--- src/rtl/sramc_pkg.sv ---
// Shared SRAM controller package.
// Holds the arbiter state encoding and the HSIZE constants used by the SRAM
// controller, the arbiter and the write-enable decoder.
package sramc_pkg;

  typedef enum logic [1:0] {
    IDLE = 2'd0,
    OWN0 = 2'd1,
    OWN1 = 2'd2
  } arb_state_e;

  localparam logic [2:0] BYTE = 3'b000;
  localparam logic [2:0] HALF = 3'b001;
  localparam logic [2:0] WORD = 3'b010;

endpackage

--- src/rtl/sramc_arb_if.sv ---
// Requester-side bus of the SRAM access arbiter.
// Carries both ports' request fields, their combinational grants, the
// per-port read-valid pulses and the shared registered read data.
//   slave  modport : arbiter side (requests in, grant/rvalid/rdata out)
//   master modport : requester side (mirror of slave)
interface sramc_arb_if #(
  parameter int ADDR_WIDTH = 32,
  parameter int DATA_WIDTH = 32
);
  logic                  p0_req;
  logic                  p0_write;
  logic [2:0]            p0_size;
  logic [ADDR_WIDTH-1:0] p0_addr;
  logic [DATA_WIDTH-1:0] p0_wdata;
  logic                  p0_gnt;
  logic                  p0_rvalid;

  logic                  p1_req;
  logic                  p1_write;
  logic [2:0]            p1_size;
  logic [ADDR_WIDTH-1:0] p1_addr;
  logic [DATA_WIDTH-1:0] p1_wdata;
  logic                  p1_gnt;
  logic                  p1_rvalid;

  logic [DATA_WIDTH-1:0] rdata;

  modport slave (
    input  p0_req, p0_write, p0_size, p0_addr, p0_wdata,
    input  p1_req, p1_write, p1_size, p1_addr, p1_wdata,
    output p0_gnt, p0_rvalid, p1_gnt, p1_rvalid, rdata
  );

  modport master (
    output p0_req, p0_write, p0_size, p0_addr, p0_wdata,
    output p1_req, p1_write, p1_size, p1_addr, p1_wdata,
    input  p0_gnt, p0_rvalid, p1_gnt, p1_rvalid, rdata
  );
endinterface

--- src/rtl/sramc_wen_dec.sv ---
// Byte write-enable decoder for the 32-bit SRAM.
// Ports:
//   write   in  1 : 1 = write transfer, 0 = read
//   size    in  3 : HSIZE encoding
//   addr_lo in  2 : byte offset within the word
//   wen     out 4 : active-low byte write enables (all high for reads)
module sramc_wen_dec
  import sramc_pkg::*;
(
  input  logic       write,
  input  logic [2:0] size,
  input  logic [1:0] addr_lo,
  output logic [3:0] wen
);

  logic [3:0] en;

  always_comb begin
    en = 4'b0000;
    if (write) begin
      if (size == BYTE)      en = 4'b0001 << addr_lo;
      else if (size == HALF) en = addr_lo[1] ? 4'b1100 : 4'b0011;
      else                   en = 4'b1111;
    end
    wen = ~en;
  end

endmodule

--- src/rtl/sramc_arb.sv ---
// Two-port SRAM access arbiter.
// Shares one single-ported 32-bit SRAM between port 0 (AHB slave path) and
// port 1 (secondary master), issues registered SRAM strobes and returns read
// data to the port that issued the read.
// Optional feature macro: SRAMC_ARB_BURST_LIMIT_EN -- when defined, an owner
// is pre-empted after MAX_GNT consecutive transfers if the other port waits;
// otherwise the owner keeps the SRAM for as long as it requests.
// Ports:
//   hclk, hreset         : clock, synchronous active-high reset
//   bus (slave modport)  : p0/p1 requests, grants, rvalid pulses, rdata
//   sram_cen/wen/addr/wdata : registered SRAM strobes (active-low cen/wen)
//   sram_rdata           : SRAM read data, valid the cycle after a read strobe
module sramc_arb
  import sramc_pkg::*;
#(
  parameter int ADDR_WIDTH      = 32,
  parameter int SRAM_ADDR_WIDTH = 12,
  parameter int DATA_WIDTH      = 32,
  parameter int MAX_GNT         = 4
) (
  input  logic                       hclk,
  input  logic                       hreset,
  sramc_arb_if.slave                 bus,
  output logic                       sram_cen,
  output logic [3:0]                 sram_wen,
  output logic [SRAM_ADDR_WIDTH-1:0] sram_addr,
  output logic [DATA_WIDTH-1:0]      sram_wdata,
  input  logic [DATA_WIDTH-1:0]      sram_rdata
);

  arb_state_e state;
  logic       last_owner;
  logic       gnt0, gnt1;
  logic       xfer, switch_own, limit_hit;

`ifdef SRAMC_ARB_BURST_LIMIT_EN
  localparam logic [3:0] MAX_GNT_C = 4'(MAX_GNT);
  logic [3:0] gnt_cnt;
  assign limit_hit = (gnt_cnt == MAX_GNT_C);
`else
  logic unused_max_gnt;
  assign unused_max_gnt = ^4'(MAX_GNT);
  assign limit_hit      = 1'b0;
`endif

  // Upper address bits fall outside the SRAM and are deliberately ignored.
  logic unused_addr_hi;
  assign unused_addr_hi = ^{bus.p0_addr[ADDR_WIDTH-1:SRAM_ADDR_WIDTH+2],
                            bus.p1_addr[ADDR_WIDTH-1:SRAM_ADDR_WIDTH+2]};

  // Grant selection: at most one port per cycle, blocked during reset.
  always_comb begin
    gnt0 = 1'b0;
    gnt1 = 1'b0;
    if (!hreset) begin
      case (state)
        OWN0: begin
          if (bus.p0_req && !(limit_hit && bus.p1_req)) gnt0 = 1'b1;
          else if (bus.p1_req)                         gnt1 = 1'b1;
        end
        OWN1: begin
          if (bus.p1_req && !(limit_hit && bus.p0_req)) gnt1 = 1'b1;
          else if (bus.p0_req)                         gnt0 = 1'b1;
        end
        default: begin
          // From IDLE a tie goes to the port that did not own last.
          if (bus.p0_req && bus.p1_req) begin
            gnt0 = last_owner;
            gnt1 = !last_owner;
          end else begin
            gnt0 = bus.p0_req;
            gnt1 = bus.p1_req;
          end
        end
      endcase
    end
  end

  assign bus.p0_gnt = gnt0;
  assign bus.p1_gnt = gnt1;
  assign xfer       = gnt0 | gnt1;
  assign switch_own = ((state == OWN0) && gnt1) || ((state == OWN1) && gnt0);

  // Fields of the winning port.
  logic                       sel_write;
  logic [2:0]                 sel_size;
  logic [1:0]                 sel_lo;
  logic [SRAM_ADDR_WIDTH-1:0] sel_word;
  logic [DATA_WIDTH-1:0]      sel_wdata;
  logic [3:0]                 sel_wen;

  assign sel_write = gnt1 ? bus.p1_write : bus.p0_write;
  assign sel_size  = gnt1 ? bus.p1_size  : bus.p0_size;
  assign sel_lo    = gnt1 ? bus.p1_addr[1:0] : bus.p0_addr[1:0];
  assign sel_word  = gnt1 ? bus.p1_addr[SRAM_ADDR_WIDTH+1:2]
                          : bus.p0_addr[SRAM_ADDR_WIDTH+1:2];
  assign sel_wdata = gnt1 ? bus.p1_wdata : bus.p0_wdata;

  sramc_wen_dec u_wen_dec (
    .write   (sel_write),
    .size    (sel_size),
    .addr_lo (sel_lo),
    .wen     (sel_wen)
  );

  // Arbiter FSM.
  always_ff @(posedge hclk) begin
    if (hreset) begin
      state      <= IDLE;
      last_owner <= 1'b1;
`ifdef SRAMC_ARB_BURST_LIMIT_EN
      gnt_cnt    <= 4'd0;
`endif
    end else begin
      if (!xfer) begin
        state <= IDLE;
      end else begin
        state      <= gnt1 ? OWN1 : OWN0;
        last_owner <= gnt1;
      end
`ifdef SRAMC_ARB_BURST_LIMIT_EN
      if (!xfer)                             gnt_cnt <= 4'd0;
      else if (state == IDLE || switch_own)  gnt_cnt <= 4'd1;
      else if (gnt_cnt != MAX_GNT_C)         gnt_cnt <= gnt_cnt + 4'd1;
`endif
    end
  end

  // Stage p0 -> SRAM strobe: registered on the transfer edge.
  always_ff @(posedge hclk) begin
    if (hreset) begin
      sram_cen   <= 1'b1;
      sram_wen   <= 4'hF;
      sram_addr  <= '0;
      sram_wdata <= '0;
    end else if (xfer) begin
      sram_cen   <= 1'b0;
      sram_wen   <= sel_wen;
      sram_addr  <= sel_word;
      sram_wdata <= sel_wdata;
    end else begin
      sram_cen   <= 1'b1;
      sram_wen   <= 4'hF;
    end
  end

  logic rd_vld_p1, rd_port_p1;
  logic rd_vld_p2, rd_port_p2;

  always_ff @(posedge hclk) begin
    if (hreset) begin
      rd_vld_p1     <= 1'b0;
      rd_port_p1    <= 1'b0;
      rd_vld_p2     <= 1'b0;
      rd_port_p2    <= 1'b0;
      bus.p0_rvalid <= 1'b0;
      bus.p1_rvalid <= 1'b0;
      bus.rdata     <= '0;
    end else begin
      // Stage p1: read tag aligned with the SRAM strobe.
      rd_vld_p1     <= xfer && !sel_write;
      rd_port_p1    <= gnt1;
      // Stage p2: tag aligned with SRAM output data.
      rd_vld_p2     <= rd_vld_p1;
      rd_port_p2    <= rd_port_p1;
      // Output stage: capture data and pulse the owning port's rvalid.
      bus.p0_rvalid <= rd_vld_p2 && !rd_port_p2;
      bus.p1_rvalid <= rd_vld_p2 && rd_port_p2;
      if (rd_vld_p2) bus.rdata <= sram_rdata;
    end
  end

endmodule

--- src/flat_wrapper.sv ---
// flat-port wrapper written by rule: the top's interface ports become plain ports
module sramc_arb_flat import sramc_pkg::*;
#(
  parameter int ADDR_WIDTH      = 32,
  parameter int SRAM_ADDR_WIDTH = 12,
  parameter int DATA_WIDTH      = 32,
  parameter int MAX_GNT         = 4
)
  (hclk, hreset, sram_cen, sram_wen, sram_addr, sram_wdata, sram_rdata, bus_p0_req, bus_p0_write, bus_p0_size, bus_p0_addr, bus_p0_wdata, bus_p1_req, bus_p1_write, bus_p1_size, bus_p1_addr, bus_p1_wdata, bus_p0_gnt, bus_p0_rvalid, bus_p1_gnt, bus_p1_rvalid, bus_rdata);
  sramc_arb_if #(.ADDR_WIDTH(ADDR_WIDTH), .DATA_WIDTH(DATA_WIDTH)) bus_i ();
  input  logic hclk;
  input  logic hreset;
  output logic sram_cen;
  output logic [3:0] sram_wen;
  output logic [SRAM_ADDR_WIDTH-1:0] sram_addr;
  output logic [DATA_WIDTH-1:0] sram_wdata;
  input  logic [DATA_WIDTH-1:0] sram_rdata;
  input wire logic [$bits(bus_i.p0_req)-1:0] bus_p0_req;
  input wire logic [$bits(bus_i.p0_write)-1:0] bus_p0_write;
  input wire logic [$bits(bus_i.p0_size)-1:0] bus_p0_size;
  input wire logic [$bits(bus_i.p0_addr)-1:0] bus_p0_addr;
  input wire logic [$bits(bus_i.p0_wdata)-1:0] bus_p0_wdata;
  input wire logic [$bits(bus_i.p1_req)-1:0] bus_p1_req;
  input wire logic [$bits(bus_i.p1_write)-1:0] bus_p1_write;
  input wire logic [$bits(bus_i.p1_size)-1:0] bus_p1_size;
  input wire logic [$bits(bus_i.p1_addr)-1:0] bus_p1_addr;
  input wire logic [$bits(bus_i.p1_wdata)-1:0] bus_p1_wdata;
  output wire logic [$bits(bus_i.p0_gnt)-1:0] bus_p0_gnt;
  output wire logic [$bits(bus_i.p0_rvalid)-1:0] bus_p0_rvalid;
  output wire logic [$bits(bus_i.p1_gnt)-1:0] bus_p1_gnt;
  output wire logic [$bits(bus_i.p1_rvalid)-1:0] bus_p1_rvalid;
  output wire logic [$bits(bus_i.rdata)-1:0] bus_rdata;
  assign bus_i.p0_req = bus_p0_req;
  assign bus_i.p0_write = bus_p0_write;
  assign bus_i.p0_size = bus_p0_size;
  assign bus_i.p0_addr = bus_p0_addr;
  assign bus_i.p0_wdata = bus_p0_wdata;
  assign bus_i.p1_req = bus_p1_req;
  assign bus_i.p1_write = bus_p1_write;
  assign bus_i.p1_size = bus_p1_size;
  assign bus_i.p1_addr = bus_p1_addr;
  assign bus_i.p1_wdata = bus_p1_wdata;
  assign bus_p0_gnt = bus_i.p0_gnt;
  assign bus_p0_rvalid = bus_i.p0_rvalid;
  assign bus_p1_gnt = bus_i.p1_gnt;
  assign bus_p1_rvalid = bus_i.p1_rvalid;
  assign bus_rdata = bus_i.rdata;
  sramc_arb #(.ADDR_WIDTH(ADDR_WIDTH), .SRAM_ADDR_WIDTH(SRAM_ADDR_WIDTH), .DATA_WIDTH(DATA_WIDTH), .MAX_GNT(MAX_GNT)) u_core (.hclk(hclk), .hreset(hreset), .bus(bus_i), .sram_cen(sram_cen), .sram_wen(sram_wen), .sram_addr(sram_addr), .sram_wdata(sram_wdata), .sram_rdata(sram_rdata));
endmodule
--- config.mk ---
export PLATFORM = sky130hd
export DESIGN_NAME = sramc_arb_flat
export DESIGN_NICKNAME = d
export VERILOG_FILES = /design/src/rtl/sramc_pkg.sv /design/src/rtl/sramc_arb_if.sv /design/src/rtl/sramc_wen_dec.sv /design/src/rtl/sramc_arb.sv /design/src/flat_wrapper.sv
export SDC_FILE = /design/constraint.sdc
export NUM_CORES = 1
export LEC_CHECK = 0
export BUFFER_PORTS_ARGS = -buffer_cell sky130_fd_sc_hd__buf_2
export CAP_MARGIN = 10
export CORE_AREA = 2 2 99 101
export DETAILED_ROUTE_END_ITERATION = 8
export DIE_AREA = 0 0 101 103
export GPL_TIMING_DRIVEN = 0
export PLACE_DENSITY = 0.72
export RECOVER_POWER = 25
export SETUP_SLACK_MARGIN = 0.15
export SYNTH_ARGS = -nofsm -noshare
export SYNTH_HDL_FRONTEND = slang
export SYNTH_SLANG_ARGS = --single-unit
--- constraint.sdc ---
create_clock -name hclk -period 2.4 [get_ports hclk]
set_input_delay 0 -clock hclk [delete_from_list [all_inputs] [get_ports hclk]]
set_output_delay 0 -clock hclk [all_outputs]
set_load 0.03 [all_outputs]
==> metrics.yaml, run 1 <==
layout:
  fin_nets: 889
  layout-drive-gt1-share_pct: 29.5
  final_common_cell: "buf_2"
  areaGrowthSynthToFinish_pct: 76.0
  layout_common_cells: "buf_2 (179), dlygate4sd3_1 (119), dfxtp_1 (90), clkbuf_1 (57), inv_1 (48)"
  insertedDiodeCount: 0
  final_util_pct: 64.1
timing:
  drv_slew: 0
  setup_ws_ns: 0.208
  setup_viol: 0
  fin_crit_sh_pct: 91.4
  max_freq_ghz: 0.456
  maxSlewHeadroom_pct: 52.7
  min_period_ns: 2.19
  finalHoldViolations: 0
  final.setup_skew_ns: 0.00967
  worstMarginPinSlew_ns: 0.710
  rsz0062_at_grt: "yes"
  tns_ns: 0
critical_path:
  cpMostUsedCell: "buf_2"
  cpMaxStageDelayCell: "o311a_1"
  r2r-start: "u_core.state[0]"
  cp-start-kind: "flop"
  cp.required_ns: 2.40
  cp_slowest_stage_delay_ns: 0.37
  cp_max_fo: 10
  arrival_ns: 2.19
  regToRegSetupSlack_ns: 0.25
  worstPathCellList: "inv_1 > ha_4 > nor2b_1 > o311a_1 > buf_2 > buf_2"
  crit_type: "reg -> out"
  cp-end-kind: "output pin"
  crit_start: "u_core.state[0]"
grt:
  gr-usage-all-layers_pct: 22.6
  grt_pass1_vias: 4035
  grt_max_degree: 15
  grt_pass1_wl_um: 18300
  overflow: 0
  grt_antenna_before_repair: 0
logic_synthesis:
  synth_fa_ha_area_share_pct: 0.726
  yosys_warnings: 0
  ys.flop_type: "dfxtp_1"
  yosys.area_share.simple_pct: 6.50
  synth_xor_xnor_area_share_pct: 0
  yosysSeqAreaShare_pct: 52.3
  syn_area_per_cell_um2: 9.50
  synth-edff-count: 0
  ys_seq_elements: 90
  synth_top_area_share_pct: 52.3
  synth.area.top_cells: "dfxtp_1 (52%), mux2i_1 (11%), a22oi_1 (8.7%), o21ai_0 (5.8%), inv_1 (5.2%)"
  synth_area_leader_cell: "dfxtp_1"
  synth-compound-area-share_pct: 21.7
  syn_area_um2: 3450
  syn-num-nets: 537
  async_flop_share_pct: 0
  syn_inst: 363
  yosysUniqueCellTypes: 28
  muxShareOfSynthArea_pct: 11.0
  synth_top_family_by_area: "compound AO/OA/AOI/OAI gates"
min_path:
  hp-class: "in -> reg"
  hold_start: "bus_p0_wdata[28]"
placed_design:
  port_buffers: 219
  hpwl_um: 7170
  routabilityCongestion: 0.726
  place_ws_ns: -0.0465
floorplanning:
  die_y_um: 103
  coreArea_um2: 9460
  fp-row-count: 36
  initial_core_util_pct: 36.4
  fp.dieW_um: 101
  dieArea_um2: 10400
  num_io_pins: 257
detailed_routing:
  routedWlPerCell_um: 14.8
  vias: 4064
  drt-total-wl_um: 12300
  drc: 0
  dr.first_iter.drc_count: 156
  final_antenna_net_count: 0
  vias_per_cell: 4.88
  drt_pass1_iterations: 4
clock_network:
  cts_root_buffer: "clkbuf_8"
  cts_tree: "done"
  cts_sinks: 90
  clk_path_buf_depth: 2
  numCtsBuffers: 9
  clk_latency_ns: 0.36
  htree_num_levels: 3
  cts.reportedPaths.clkPinSlew_ns: 0.08
status:
  status: "completed"
flow_run:
  max_cap_viol_count: 0
pwr:
  power_mw: 3.62
  powerDensity_nw_per_um2: 597
  ir_drop_v: 0.000295
  leakage_nw: 2.81
-- power by group --
group | switching [mW] | internal, mW | total (mW)
Clock | 0.516 | 0.474 | 0.990
Combinational | 0.546 | 0.403 | 0.949
Sequential | 0.0678 | 1.62 | 1.68
-- routing by layer --
| metal | vias to the layer above | global-route usage, % | wire length [um] |
|---|---|---|---|
| met5 | - | 0 | 0 |
| met4 | 0 | 12.1 | 361 |
| met3 | 40 | 5.90 | 1060 |
| met2 | 227 | 41.5 | 6160 |
| met1 | 1845 | 23.7 | 4750 |
| li1 | 1952 | - | - |
-- state kept, by name (all words and copies together), names as in the netlist --
register,flops
u_core.last_owner,1
u_core.rd_port_p1,1
u_core.rd_vld_p2,1
u_core.bus.p1_rvalid,1
u_core.state,2
u_core.sram_addr,12
u_core.bus.rdata,32
u_core.sram_cen,1
u_core.bus.p0_rvalid,1
u_core.rd_port_p2,1
u_core.sram_wen,4
u_core.rd_vld_p1,1
u_core.sram_wdata,32
-- cell type report --
type / instances / area, um2
fillers: 764 / 3390
clock inverters: 5 / 56.3
multi-input cells: 202 / 1400
flip-flops and latches: 90 / 1800
repair buffers: 341 / 2260
plain buffers: 23 / 105
clock buffers: 10 / 128
well taps: 114 / 143
inverters: 48 / 180
-- cell families (layout without fill, tap and decap cells) --
group           after synthesis  in the layout
compound gates              109            109
flops                        90             90
buf+inv                      71            427
simple gates                 53             53
mux                          38             38
fa+ha+maj                     2              2
-- synth_stat cells, types with 2 or more instances --
cell type / count
a211oi_2: 5
a21oi_1: 5
a22oi_1: 40
a32oi_1: 3
buf_1: 2
clkbuf_1: 20
dfxtp_1: 90
ha_1: 2
inv_1: 48
mux2i_1: 38
nor2_1: 42
nor2b_1: 5
o21ai_0: 40
o21ai_1: 6
o21bai_1: 2
o311a_1: 3
-- what timing repair did --
item                       CTS  global route
pin swaps                    1             0
setup endpoints to repair   41            32
setup buffers                3             0
hold buffers               119             0
hold endpoints to repair    80             0
gates cloned                 0             0
resized for setup            3             3
-- worst paths after layout --
path                                         endpoint  cells after the start
worst min register to register   u_core.bus.p0_rvalid                      1
worst max register to register   u_core.sram_wdata[0]                      7
worst min-delay path            u_core.sram_wdata[28]                      3
worst max-delay path                       bus_p1_gnt                      6
-- worst max-delay path: cells and delay by family, from the launching register on --
| kind | cells | cell delay (ns) |
|---|---|---|
| AOI/OAI and AO/OA | 1 | 0.37 |
| and+or+nand+nor | 1 | 0.27 |
| DFF | 1 | 0.34 |
| buffers and inverters | 3 | 0.57 |
| adders and majority gates | 1 | 0.29 |
-- stage by stage --
step                cell area [um2]  hold slack (ns)  cells
finish                         6070           0.0335    833
global route                   6070           0.0486    833
CTS                            6110          0.00940    833
detailed placement             4710            0.218    696
global placement               4710            0.217    696
floorplan                      3470            0.112    363
Note: power is estimated with default switching activity, not from simulation.
==> run 2, diff against run 1 <==
CELL_PAD_IN_SITES_DETAIL_PLACEMENT = 0   (was unset)
CELL_PAD_IN_SITES_GLOBAL_PLACEMENT = 1   (was unset)
CORE_AREA = unset   (was 2 2 99 101)
CORE_UTILIZATION = 27   (was unset)
DIE_AREA = unset   (was 0 0 101 103)
PLACE_DENSITY = 0.74   (was 0.72)
==> run 2 against run 1 <==
Compared with the run above:
- power rose by 14%
- sequential power barely moved
- worst setup slack improved by 0.085 ns
- combinational power barely moved
- largest cell class unchanged
==> metrics.yaml, run 2 (same netlist as run 1, synthesis figures left out) <==
status:
  status: "completed"
layout:
  final_util_pct: 51.5
  layout-drive-gt1-share_pct: 30.4
  layout_common_cells: "buf_2 (179), dlygate4sd3_1 (117), dfxtp_1 (90), clkbuf_1 (54), inv_1 (48)"
  multi_input_area_um2: 1410
  fin_nets: 889
  fin_cells: 889
  design_area_um2: 6280
  fillers: 1125
  areaGrowthSynthToFinish_pct: 82.3
  reg.largest.list: "u_core.bus.rdata x32, u_core.sram_wdata x32, u_core.sram_addr x12"
  register_area_um2: 1800
  final_common_cell: "buf_2"
pwr:
  leakage_nw: 2.89
  powerDensity_nw_per_um2: 659
  power_mw: 4.14
  ir_drop_v: 0.000297
clock_network:
  clk_latency_ns: 0.34
  cts_tree: "done"
  cts_root_buffer: "clkbuf_16"
  cts_sinks: 90
  numCtsBuffers: 9
  htree_num_levels: 3
  clk_path_buf_depth: 2
  cts.reportedPaths.clkPinSlew_ns: 0.06
flow_run:
  max_cap_viol_count: 0
grt:
  grt_max_degree: 15
  gr-usage-all-layers_pct: 17.7
  grt_antenna_before_repair: 0
  overflow: 0
  grt_pass1_vias: 4144
  grt_pass1_wl_um: 18300
floorplanning:
  die_y_um: 115
  fp.dieW_um: 115
  fp-row-count: 40
  initial_core_util_pct: 28.2
  coreArea_um2: 12200
  num_io_pins: 257
  dieArea_um2: 13200
timing:
  drv_slew: 0
  max_freq_ghz: 0.474
  setup_viol: 0
  finalHoldViolations: 0
  maxSlewHeadroom_pct: 53.3
  fin_hold_ws_ns: 0.0197
  final.setup_skew_ns: 0.00511
  setup_ws_ns: 0.292
  fin_crit_sh_pct: 87.8
  worstMarginPinSlew_ns: 0.700
  min_period_ns: 2.11
  tns_ns: 0
  rsz0062_at_grt: "yes"
detailed_routing:
  vias_per_cell: 4.49
  drt-total-wl_um: 12000
  dr.first_iter.drc_count: 131
  final_antenna_net_count: 0
  vias: 3991
  drc: 0
  drt_pass1_iterations: 4
  routedWlPerCell_um: 13.5
critical_path:
  r2r-start: "u_core.state[0]"
  r2r_cells: 7
  r2r-end: "u_core.sram_wdata[4]"
  crit_type: "reg -> reg"
  cp-end-kind: "flop"
  arrival_ns: 2.35
  cp-start-kind: "flop"
  regToRegSetupSlack_ns: 0.29
  cp_max_fo: 10
  cp.required_ns: 2.64
placed_design:
  routabilityCongestion: 0.699
  place_ws_ns: -0.141
  dp.cells: 750
  hpwl_um: 7540
  place_area_um2: 4780
  port_buffers: 219
min_path:
  hp-class: "in -> reg"
  hold_start: "bus_p1_size[1]"
  hold_end: "u_core.sram_wen[1]"
  holdPathStages: 4
## run 2: cell count changes in the layout (fill, tap and decap cells not counted), moves of 2 or more
cell           previous run  this run
buf_4                     3         5
clkbuf_1                 57        54
clkbuf_16                 0         9
clkbuf_2                  6         9
clkbuf_8                 10         2
dlygate4sd3_1           119       117
## run 2: critical path: stages (launching register included)
cell	delay (ns)
dfxtp_1	0.33
inv_1	0.07
ha_4	0.26
nor2b_1	0.18
o31ai_1	0.47
nand2_2	0.21
clkbuf_2	0.23
o21ai_0	0.25
## run 2: final cells by class
cell class              instances  share of cell area [%]
diodes                          1                  0.0398
clock inverters                 5                    1.23
flip-flops and latches         90                    28.7
repair buffers                341                    35.9
multi-input cells             202                    22.4
inverters                      48                    2.87
plain buffers                  23                    1.73
well taps                     168                    3.35
clock buffers                  11                    3.86
## run 2: how the worst max path moves through the flow
stage               startpoint               endpoint  slack, ns  cells past startpoint
6_report       u_core.state[0]   u_core.sram_wdata[4]       0.29                      7
5_1_grt        u_core.state[0]   u_core.sram_wdata[4]       0.09                      7
4_1_cts        u_core.state[0]  u_core.sram_wdata[23]       0.20                      8
3_5_place_dp   u_core.state[0]  u_core.sram_wdata[23]      -0.14                      8
3_3_place_gp   u_core.state[0]  u_core.sram_wdata[18]      -0.06                      8
2_1_floorplan  u_core.state[0]  u_core.sram_wdata[19]       0.22                      7
## run 2: per-layer routing
layer	vias up	track usage [%]	share of wire (%)	routed length (um)
li1	1956	-	-	-
met1	1821	17.3	39	4660
met2	190	34.0	51	6130
met3	24	4.48	7.4	888
met4	0	9.26	2.5	297
met5	-	0	0	0
## run 2: repair_timing
action | CTS | global route
hold buffers | 117 | 0
endpoints found under the setup margin | 41 | 24
hold endpoints to repair | 80 | 0
gates resized for setup | 3 | 10
pin swaps | 1 | 0
setup buffers | 5 | 0
## run 2: power by group
part	leakage, nW	total [mW]	internal [mW]	switching, mW
logic	1.99	0.951	0.406	0.544
clock network	0.156	1.51	0.937	0.574
registers	0.736	1.68	1.62	0.0609
total	2.89	4.14	2.96	1.18
==> run 3, diff against run 2 <==
GPL_TIMING_DRIVEN = unset   (was 0)
==> run 3 against run 2 <==
Compared with the run above:
- first-iteration DRC count up 53%
- cell area decreased by 1.7%
- routed wire length decreased by 2.4%
- highest routed layer unchanged
==> metrics.yaml, run 3 (same netlist as run 1, synthesis figures left out) <==
pwr:
  powerDensity_nw_per_um2: 644
  leakage_nw: 2.83
  ir_drop_v: 0.000274
  power_mw: 3.98
floorplanning:
  fp-row-count: 40
  num_io_pins: 257
  dieArea_um2: 13200
  fp.dieW_um: 115
  die_y_um: 115
  coreArea_um2: 12200
  initial_core_util_pct: 28.2
clock_network:
  cts_sinks: 90
  cts.reportedPaths.clkPinSlew_ns: 0.06
  cts_setup_buffers: 0
  htree_num_levels: 3
  clk_latency_ns: 0.34
  cts_tree: "done"
  cts_root_buffer: "clkbuf_16"
  clk_path_buf_depth: 2
  numCtsBuffers: 9
grt:
  grt_pass1_vias: 3914
  grt_antenna_before_repair: 0
  overflow: 0
  grt_max_degree: 42
  grt_pass1_wl_um: 17900
  gr-usage-all-layers_pct: 17.3
timing:
  final.setup_skew_ns: 0.00663
  fin_hold_ws_ns: 0.0185
  setup_viol: 0
  rsz0062_at_grt: "no"
  max_freq_ghz: 0.480
  min_period_ns: 2.08
  drv_slew: 0
  fin_crit_sh_pct: 86.9
  finalHoldViolations: 0
  worstMarginPinSlew_ns: 0.437
  maxSlewHeadroom_pct: 70.9
  tns_ns: 0
placed_design:
  routabilityCongestion: 0.717
  hpwl_um: 6860
  port_buffers: 220
layout:
  fillers: 1151
  fin_nets: 871
  areaGrowthSynthToFinish_pct: 79.1
  layout_common_cells: "buf_2 (178), dlygate4sd3_1 (118), dfxtp_1 (89), inv_1 (48), clkbuf_1 (43)"
  layout-drive-gt1-share_pct: 30.2
  reg.largest.list: "u_core.bus.rdata x32, u_core.sram_wdata x32, u_core.sram_addr x12"
  insertedDiodeCount: 0
  final_common_cell: "buf_2"
critical_path:
  crit_type: "reg -> out"
  cp.required_ns: 2.40
  cp-start-kind: "flop"
  cp-end-kind: "output pin"
  arrival_ns: 2.08
  cp_max_fo: 30
status:
  status: "completed"
detailed_routing:
  vias: 3828
  drt-total-wl_um: 11700
  vias_per_cell: 4.40
  drc: 0
  drt_pass1_iterations: 4
  routedWlPerCell_um: 13.4
  dr.first_iter.drc_count: 200
  final_antenna_net_count: 0
flow_run:
  max_cap_viol_count: 0
min_path:
  hp-class: "in -> reg"
[run 3: layer usage]
layer  part of all wire (%)  vias to the layer above  global-route usage [%]
li1                       -                     1916                       -
met2                     50                      161                    32.2
met5                      0                        -                       0
met1                     40                     1732                    18.1
met4                    2.2                        0                    8.74
met3                    7.3                       19                    4.16
[run 3: power breakdown]
group / internal [mW] / total (mW) / leakage, nW / switching, mW
logic: 0.392 / 0.922 / 1.95 / 0.530
clock network: 0.790 / 1.37 / 0.142 / 0.584
registers: 1.62 / 1.68 / 0.737 / 0.0653
total: 2.80 / 3.98 / 2.83 / 1.18
[run 3: cell type report]
class / count / area, um2 / share of cell area, %
Clock inverter: 3 / 21.3 / 0.344
Timing Repair Buffer: 346 / 2290 / 37.1
Clock buffer: 13 / 270 / 4.38
Tap cell: 168 / 210 / 3.40
Inverter: 48 / 180 / 2.92
Multi-Input combinational cell: 202 / 1400 / 22.6
Sequential cell: 90 / 1800 / 29.2
[run 3: critical path, stage by stage, from the launching register on]
cell,delay [ns]
dfxtp_1,0.34
inv_1,0.07
ha_4,0.29
nor2b_1,0.30
o311a_2,0.25
buf_6,0.24
buf_2,0.25
[run 3: per-stage QoR]
stage / setup WS (ns) / util [%] / std cells / cell area (um2)
floorplan: 0.221 / - / 363 / 3470
global placement: 0.500 / 38.9 / 736 / 4750
detailed placement: 0.430 / 38.9 / 736 / 4750
CTS: 0.217 / 51.0 / 870 / 6220
global route: 0.169 / 50.6 / 870 / 6170
finish: 0.316 / 50.6 / 870 / 6170
[run 3: final timing paths]
check	from	to	slack [ns]	cells after the start
setup / recovery	u_core.state[0]	bus_p1_gnt	0.32	6
hold / removal	bus_p1_req	u_core.sram_cen	0.02	3
setup reg to reg	u_core.state[0]	u_core.sram_wdata[11]	0.42	7
hold reg to reg	u_core.rd_port_p2	u_core.bus.p0_rvalid	0.42	1
[run 3: repair_timing]
action | 4_1_cts | 5_1_grt
hold endpoints to repair | 82 | 0
hold buffers | 118 | 0
endpoints found under the setup margin | 0 | 1
gates resized for setup | 0 | 1
